**config.mk**
```make
export PLATFORM = sky130hd
export DESIGN_NAME = grant_burst_ctrl_flat
export DESIGN_NICKNAME = d
export VERILOG_FILES = /design/src/rtl/grant_burst_ctrl_if.sv /design/src/rtl/grant_burst_ctrl.sv /design/src/flat_wrapper.sv
export SDC_FILE = /design/constraint.sdc
export NUM_CORES = 1
export LEC_CHECK = 0
export ABC_AREA = 1
export BUFFER_PORTS_ARGS = -buffer_cell sky130_fd_sc_hd__buf_2
export CELL_PAD_IN_SITES_DETAIL_PLACEMENT = 1
export CELL_PAD_IN_SITES_GLOBAL_PLACEMENT = 2
export CORE_ASPECT_RATIO = 2
export CORE_MARGIN = 2
export CORE_UTILIZATION = 20
export CTS_BUF_LIST = sky130_fd_sc_hd__clkbuf_4
export CTS_CLUSTER_SIZE = 8
export DETAILED_ROUTE_END_ITERATION = 8
export GPL_ROUTABILITY_DRIVEN = 0
export PLACE_DENSITY_LB_ADDON = 0.1
export SYNTH_ARGS = -nofsm -noshare
export SYNTH_HDL_FRONTEND = slang
export SYNTH_SLANG_ARGS = --single-unit
export TNS_END_PERCENT = 30
```
**constraint.sdc**
```tcl
create_clock -name clk -period 1.9 [get_ports clk]
set_input_delay 0.19 -clock clk [delete_from_list [all_inputs] [get_ports clk]]
set_output_delay 0.19 -clock clk [all_outputs]
set_load 0.01 [all_outputs]
```
**src/rtl/grant_burst_ctrl_if.sv**
```systemverilog
// -----------------------------------------------------------------------------
// grant_burst_ctrl_if
// Shared output channel between grant_burst_ctrl and the downstream sink.
// Beats move on the valid/ready handshake: a beat is taken in a cycle where
// out_valid and out_ready are both high.
//   out_valid  : beat valid (driven by master)
//   out_ready  : sink accepts beat (driven by slave)
//   out_data   : beat payload, DW bits (driven by master)
//   out_src    : index of the requester owning the burst (driven by master)
//   out_last   : final beat of the burst (driven by master)
// Modports: master = burst controller, slave = sink.
// -----------------------------------------------------------------------------
`timescale 1ns/1ps
interface grant_burst_ctrl_if #(
    parameter int DW = 8
);
    logic          out_valid;
    logic          out_ready;
    logic [DW-1:0] out_data;
    logic [1:0]    out_src;
    logic          out_last;

    modport master (
        output out_valid,
        output out_data,
        output out_src,
        output out_last,
        input  out_ready
    );

    modport slave (
        input  out_valid,
        input  out_data,
        input  out_src,
        input  out_last,
        output out_ready
    );
endinterface

```
**src/rtl/grant_burst_ctrl.sv**
```systemverilog
// -----------------------------------------------------------------------------
// grant_burst_ctrl
// Consumes the registered one-hot grant of a 4-way arbiter, latches the
// winning requester, streams that requester's burst onto the shared output
// channel, then pulses done[owner] for one cycle. Grants are only looked at
// in IDLE; while a burst is in flight (BURST/DONE) the owner and length are
// frozen.
// Ports:
//   clk        rising-edge clock
//   reset      asynchronous active-low reset
//   grant      one-hot grant from arbiter (lowest set bit wins)
//   req_data   per-requester beat data, slice i = [i*DW +: DW]
//   req_len    per-requester burst length minus one, slice i = [i*LENW +: LENW]
//   out_ch     shared output channel (master side of grant_burst_ctrl_if)
//   done       one-cycle pulse on the owner's bit after the last beat
//   busy       high in BURST and DONE
//   grant_err  sticky "more than one grant bit set" flag
// Build option: define GRANT_CHECK_EN to include the multi-bit grant check;
// without it grant_err is tied low.
// -----------------------------------------------------------------------------
`timescale 1ns/1ps
module grant_burst_ctrl #(
    parameter int N_REQ = 4,
    parameter int DW    = 8,
    parameter int LENW  = 4
) (
    input  logic                  clk,
    input  logic                  reset,
    input  logic [N_REQ-1:0]      grant,
    input  logic [N_REQ*DW-1:0]   req_data,
    input  logic [N_REQ*LENW-1:0] req_len,
    grant_burst_ctrl_if.master    out_ch,
    output logic [N_REQ-1:0]      done,
    output logic                  busy,
    output logic                  grant_err
);

    typedef enum logic [1:0] {
        ST_IDLE  = 2'd0,
        ST_BURST = 2'd1,
        ST_DONE  = 2'd2
    } state_t;

    state_t          state_r, state_s;
    logic [1:0]      idx_r, idx_s;
    logic [LENW-1:0] len_r, len_s;
    logic [LENW-1:0] cnt_r, cnt_s;
    logic [1:0]      grant_idx_s;

    // Priority pick of the lowest set grant bit.
    function automatic logic [1:0] lowest_idx(input logic [3:0] g);
        logic [1:0] r;
        if (g[0])      r = 2'd0;
        else if (g[1]) r = 2'd1;
        else if (g[2]) r = 2'd2;
        else           r = 2'd3;
        return r;
    endfunction

    // Length field of requester i.
    function automatic logic [LENW-1:0] sel_len(input logic [N_REQ*LENW-1:0] v,
                                                input logic [1:0] i);
        logic [LENW-1:0] r;
        case (i)
            2'd0:    r = v[0*LENW +: LENW];
            2'd1:    r = v[1*LENW +: LENW];
            2'd2:    r = v[2*LENW +: LENW];
            2'd3:    r = v[3*LENW +: LENW];
            default: r = {LENW{1'b0}};
        endcase
        return r;
    endfunction

    // Data slice of requester i.
    function automatic logic [DW-1:0] sel_data(input logic [N_REQ*DW-1:0] v,
                                               input logic [1:0] i);
        logic [DW-1:0] r;
        case (i)
            2'd0:    r = v[0*DW +: DW];
            2'd1:    r = v[1*DW +: DW];
            2'd2:    r = v[2*DW +: DW];
            2'd3:    r = v[3*DW +: DW];
            default: r = {DW{1'b0}};
        endcase
        return r;
    endfunction

    assign grant_idx_s = lowest_idx(grant);

    // State, owner, length and beat-count registers.
    always_ff @(posedge clk or negedge reset) begin
        if (!reset) begin
            state_r <= ST_IDLE;
            idx_r   <= 2'd0;
            len_r   <= {LENW{1'b0}};
            cnt_r   <= {LENW{1'b0}};
        end else begin
            state_r <= state_s;
            idx_r   <= idx_s;
            len_r   <= len_s;
            cnt_r   <= cnt_s;
        end
    end

    // Next-state logic and channel/status outputs decoded from registered state.
    always_comb begin
        state_s          = state_r;
        idx_s            = idx_r;
        len_s            = len_r;
        cnt_s            = cnt_r;
        out_ch.out_valid = 1'b0;
        out_ch.out_data  = {DW{1'b0}};
        out_ch.out_src   = 2'd0;
        out_ch.out_last  = 1'b0;
        done             = {N_REQ{1'b0}};
        busy             = 1'b0;
        case (state_r)
            ST_IDLE: begin
                if (grant != {N_REQ{1'b0}}) begin
                    idx_s   = grant_idx_s;
                    len_s   = sel_len(req_len, grant_idx_s);
                    cnt_s   = {LENW{1'b0}};
                    state_s = ST_BURST;
                end else begin
                    state_s = ST_IDLE;
                end
            end
            ST_BURST: begin
                busy             = 1'b1;
                out_ch.out_valid = 1'b1;
                out_ch.out_src   = idx_r;
                // Live slice: the requester holds its beat until it is taken.
                out_ch.out_data  = sel_data(req_data, idx_r);
                out_ch.out_last  = (cnt_r == len_r);
                if (out_ch.out_ready) begin
                    // cnt stops at len, so a full-width len never wraps.
                    if (cnt_r == len_r) begin
                        state_s = ST_DONE;
                    end else begin
                        cnt_s = cnt_r + {{(LENW-1){1'b0}}, 1'b1};
                    end
                end else begin
                    state_s = ST_BURST;
                end
            end
            ST_DONE: begin
                busy    = 1'b1;
                done    = {{(N_REQ-1){1'b0}}, 1'b1} << idx_r;
                // Grant is deliberately not sampled here; IDLE takes it next.
                state_s = ST_IDLE;
            end
            default: begin
                state_s = ST_IDLE;
            end
        endcase
    end

`ifdef GRANT_CHECK_EN
    logic grant_err_r;
    logic multi_grant_s;

    // More than one bit set: clearing the lowest set bit leaves something.
    assign multi_grant_s = ((grant & (grant - {{(N_REQ-1){1'b0}}, 1'b1})) != {N_REQ{1'b0}});

    // Sticky illegal-grant flag, only evaluated when grant is actually sampled.
    always_ff @(posedge clk or negedge reset) begin
        if (!reset) begin
            grant_err_r <= 1'b0;
        end else if ((state_r == ST_IDLE) && multi_grant_s) begin
            grant_err_r <= 1'b1;
        end else begin
            grant_err_r <= grant_err_r;
        end
    end

    assign grant_err = grant_err_r;
`else
    assign grant_err = 1'b0;
`endif

endmodule

```
**src/flat_wrapper.sv**
```systemverilog
// flat-port wrapper written by rule: the top's interface ports become plain ports
module grant_burst_ctrl_flat 
#(
    parameter int N_REQ = 4,
    parameter int DW    = 8,
    parameter int LENW  = 4
)
  (clk, reset, grant, req_data, req_len, done, busy, grant_err, out_ch_out_valid, out_ch_out_data, out_ch_out_src, out_ch_out_last, out_ch_out_ready);
  grant_burst_ctrl_if #(.DW(DW)) out_ch_i ();
  input  logic clk;
  input  logic reset;
  input  logic [N_REQ-1:0] grant;
  input  logic [N_REQ*DW-1:0] req_data;
  input  logic [N_REQ*LENW-1:0] req_len;
  output logic [N_REQ-1:0] done;
  output logic busy;
  output logic grant_err;
  output wire logic [$bits(out_ch_i.out_valid)-1:0] out_ch_out_valid;
  output wire logic [$bits(out_ch_i.out_data)-1:0] out_ch_out_data;
  output wire logic [$bits(out_ch_i.out_src)-1:0] out_ch_out_src;
  output wire logic [$bits(out_ch_i.out_last)-1:0] out_ch_out_last;
  input wire logic [$bits(out_ch_i.out_ready)-1:0] out_ch_out_ready;
  assign out_ch_out_valid = out_ch_i.out_valid;
  assign out_ch_out_data = out_ch_i.out_data;
  assign out_ch_out_src = out_ch_i.out_src;
  assign out_ch_out_last = out_ch_i.out_last;
  assign out_ch_i.out_ready = out_ch_out_ready;
  grant_burst_ctrl #(.N_REQ(N_REQ), .DW(DW), .LENW(LENW)) u_core (.clk(clk), .reset(reset), .grant(grant), .req_data(req_data), .req_len(req_len), .out_ch(out_ch_i), .done(done), .busy(busy), .grant_err(grant_err));
endmodule
```
==> results.md <==
Yosys:
- sky130_fd_sc_hd__nand2_1 takes more of the synthesized area than any other cell.
- The synthesized netlist devotes 0.773% of its cell area to XOR and XNOR gates.
- The number of cells produced by synthesis is approximately 190.
- Summing the sequential cell areas from Yosys gives a little over a quarter of the chip area.
- In the synthesized netlist the dominant register cell turns out to be sky130_fd_sc_hd__dfrtp_1.
- Counting flops with an async set or reset pin after synthesis yields a share of between 90% and 100%.
- The synthesized-area fraction occupied by and/or/nand/nor cells is 42.9%.
- The total nets after synthesis is about 250.
- The most frequent cell after synthesis is sky130_fd_sc_hd__nand2_1.
- The number of enable flip-flop cells after synthesis is 0.
- The number of warnings reported in the yosys synthesis log is 0.
- By area, the combinational part of the netlist is dominated by simple AND/OR/NAND/NOR gates.
- Sorting the synthesized cells by area gives the leading types as sky130_fd_sc_hd__nand2_1 27%, sky130_fd_sc_hd__dfrtp_1 26%, sky130_fd_sc_hd__inv_1 8.3%.
- The share of synthesized area in the top cell type comes to 27.2%.
- The flop and latch count out of synthesis is 12.
- After synthesis, the mean cell area works out to a little over 6 sq um.
- Ranked by instance count, the synthesized netlist is headed by 82 x sky130_fd_sc_hd__nand2_1, 25 x sky130_fd_sc_hd__inv_1, 22 x sky130_fd_sc_hd__nor2_1.
- The portion of netlist area occupied by mux cells is 0%.
- The cell area that synthesis handed to floorplanning was roughly 1100 sq um.
- The compound-gate portion of the synthesized area is approximately an eighth.
- After synthesis, the netlist uses 24 different library cells.
- The share of synthesized cell area in full adder, half adder and majority cells is 4.42%.

Worst setup path:
- The worst-path maximum fanout is 7.
- At the worst endpoint, the required time is ~1.7 ns.
- The kind of critical path is register to output port.
- For the worst setup path, the data arrival time is 1.58 ns.
- STA classifies the critical path endpoint as an output port.
- The worst setup path is launched from a register.

Placement:
- The detailed placement HPWL is 3660 um.
- Prior to clock tree synthesis, the placed netlist has a worst setup slack of between 0.2 and 0.25 ns.
- The total of buffers placed on input and output ports is between 70 and 80.
- In this run, placement finished with an instance count of 318.

Global route:
- Entering global routing, the biggest net connects 13 pins.
- The wire length of the first global-routing pass is roughly 6800 um.
- The number of antenna violations at the first check in global routing is 0.
- In the global route stage, overall resource usage came out at 13.5%.
- After global routing the overflow that remains totals 0.
- The number of global-route vias before repair is approximately 1500.

STA:
- The worst path uses 93.3% of the clock period.
- Final hold analysis gives a worst-case slack of 0.198 ns.
- The worst-case setup margin in the final layout is 0.128 ns.
- The number of pins exceeding their max-slew limit in the final report was 0.
- Setup violations remaining at the end of the flow were counted as 0.
- The setup clock skew after layout is 0.0168 ns.
- Setup repair after global routing left no endpoint under its margin.
- The maximum clock frequency is around 0.56 GHz.
- Subtracting the final worst setup slack from the clock period gives approximately 1.8 ns.
- The final-report hold violation count is 0.
- In the final timing run, aggregate negative setup slack is 0 ns.

Clock network:
- The buffer cell driving the clock tree root is sky130_fd_sc_hd__clkbuf_4.
- Clock tree synthesis found a total of 12 sinks.
- Buffers inserted during clock tree synthesis total 3.
- The clock latency on the worst-skew pair is ~0.28 ns.
- The clock-pin slew reported for the worst setup and hold paths after clock tree synthesis is 0.07 ns.
- Once the clock tree was built, the setup fixing pass inserted 0 buffers.
- The H-tree depth is 1.
- TritonCTS built the clock tree.
- The clock passes through at most 2 buffers.

Floorplanning:
- The die is ~110 um tall.
- For this configuration, the core starts out at a cell density of about 21%.
- The die is roughly 57 um wide.
- During I/O placement, the number of pins put on the boundary was 73.
- The placement row count is 38.
- The area inside the core boundary is between 5000 and 6000 sq um.
- The area of the die is approximately 6300 sq um.

Route:
- Summing over every cut layer, the via total after detailed routing is approximately 1400.
- In the routed design, unresolved DRC markers number 0.
- For this block, the initial DRC count from the detailed router was 25.
- In the final routed layout, each cell accounts on average for 12.6 um.
- The via density per instance is approximately 4.4.
- The remaining antenna violation count after routing is 0.
- The number of iterations in the first detailed-routing pass is 4.
- The sum of routed wire length over all layers is 4070 um.

Finish:
- The area overhead of the layout relative to synthesis is 41.2%.
- The number of antenna diodes in the final layout is 0.
- In the final design database the tool counted 323 nets.
- Leaving out filler cells and counting taps, the final layout contains roughly 320.
- Cells with a size suffix above 1 make up 34.2% of the layout.

Power:
- The worst-case IR drop observed on VDD is between 400 and 500 uV.
- Power spread over the standard cell area amounts to ~1100 nW/um^2.
- For this design the static power due to leakage is between 0.0009 and 0.001 uW.

Run status:
- The flow ran to the end, and the final reports show no timing, DRC or antenna violations.

Hold path:
- The classification of the worst-slack hold path is input port to register.

Job:
- The max-capacitance violation count is 0.
==> metal layers <==
metal  track usage (%)  wire, um
met2              29.0      2480
met4              4.19        35
met5                 0         0
met3              1.41       253
met1              11.8      1300
==> flip-flops by register name, summed over array words and instances, names as in the netlist <==
name and cells:
u_core.idx_r 2, u_core.state_r 2, u_core.len_r 4, u_core.cnt_r 4
==> placed cells by master, fill, tap and decap left out, drive strengths merged, types with 4 or more instances in the layout <==
cell type / netlist / final
nand2: 84 / 84
inv: 28 / 28
dfrtp: 12 / 12
o21ai: 5 / 5
ha: 4 / 4
buf: 4 / 75
o211ai: 4 / 4
nand4: 4 / 4
nor2: 23 / 23
a41oi: 8 / 8
==> stage by stage <==
step	util, %	cell area [sq um]	power, uW
after CTS	29.1	1590	1900
after detailed placement	28.5	1560	1720
after global routing	29.3	1600	2060
after global placement	28.5	1560	1720
after floorplan	-	1130	1280
final	29.3	1600	1840
==> worst paths after layout <==
path                            cells past startpoint              start  slack [ns]            endpoint
worst min-delay path                                3   out_ch_out_ready        0.20   u_core.state_r[1]
max in group asynchronous                           2              reset        1.34     u_core.idx_r[1]
worst min register to register                      2    u_core.cnt_r[3]        0.52     u_core.cnt_r[3]
min in group asynchronous                           2              reset        0.31     u_core.len_r[1]
worst max register to register                      8  u_core.state_r[1]        0.32     u_core.cnt_r[2]
worst max-delay path                                6  u_core.state_r[1]        0.13  out_ch_out_data[1]
==> cells by family after synthesis <==
logic type / after synthesis
other: 1
AOI/OAI and AO/OA: 18
adders and majority gates: 4
DFF: 12
xor gates and xnor gates: 1
buffers and inverters: 32
and+or+nand+nor: 119
==> area by class of cell <==
type	instances	area, sq um
fillers	743	3870
clock inverters	1	3.75
flip-flops and latches	12	300
inverters	28	105
repair buffers	76	395
well taps	60	75.1
multi-input cells	143	698
clock buffers	3	22.5
==> critical path, cell delays in order (launching register included) <==
cell,delay [ns]
sky130_fd_sc_hd__dfrtp_1,0.38
sky130_fd_sc_hd__inv_1,0.11
sky130_fd_sc_hd__ha_2,0.26
sky130_fd_sc_hd__inv_2,0.09
sky130_fd_sc_hd__buf_4,0.16
sky130_fd_sc_hd__a41oi_1,0.15
sky130_fd_sc_hd__buf_2,0.16
==> power by group <==
group	switching (uW)	leakage, uW	internal (uW)
registers	106	0.000151	351
clock network	90.1	0.0000154	76.0
logic	731	0.000745	485
total	928	0.000911	912
==> timing repair <==
item                       4_1_cts  5_1_grt
resized for setup                0        3
setup endpoints to repair        0        9
hold buffers                     1        0
hold endpoints to repair        12        0
No activity file was read; power rests on OpenSTA's default activity.
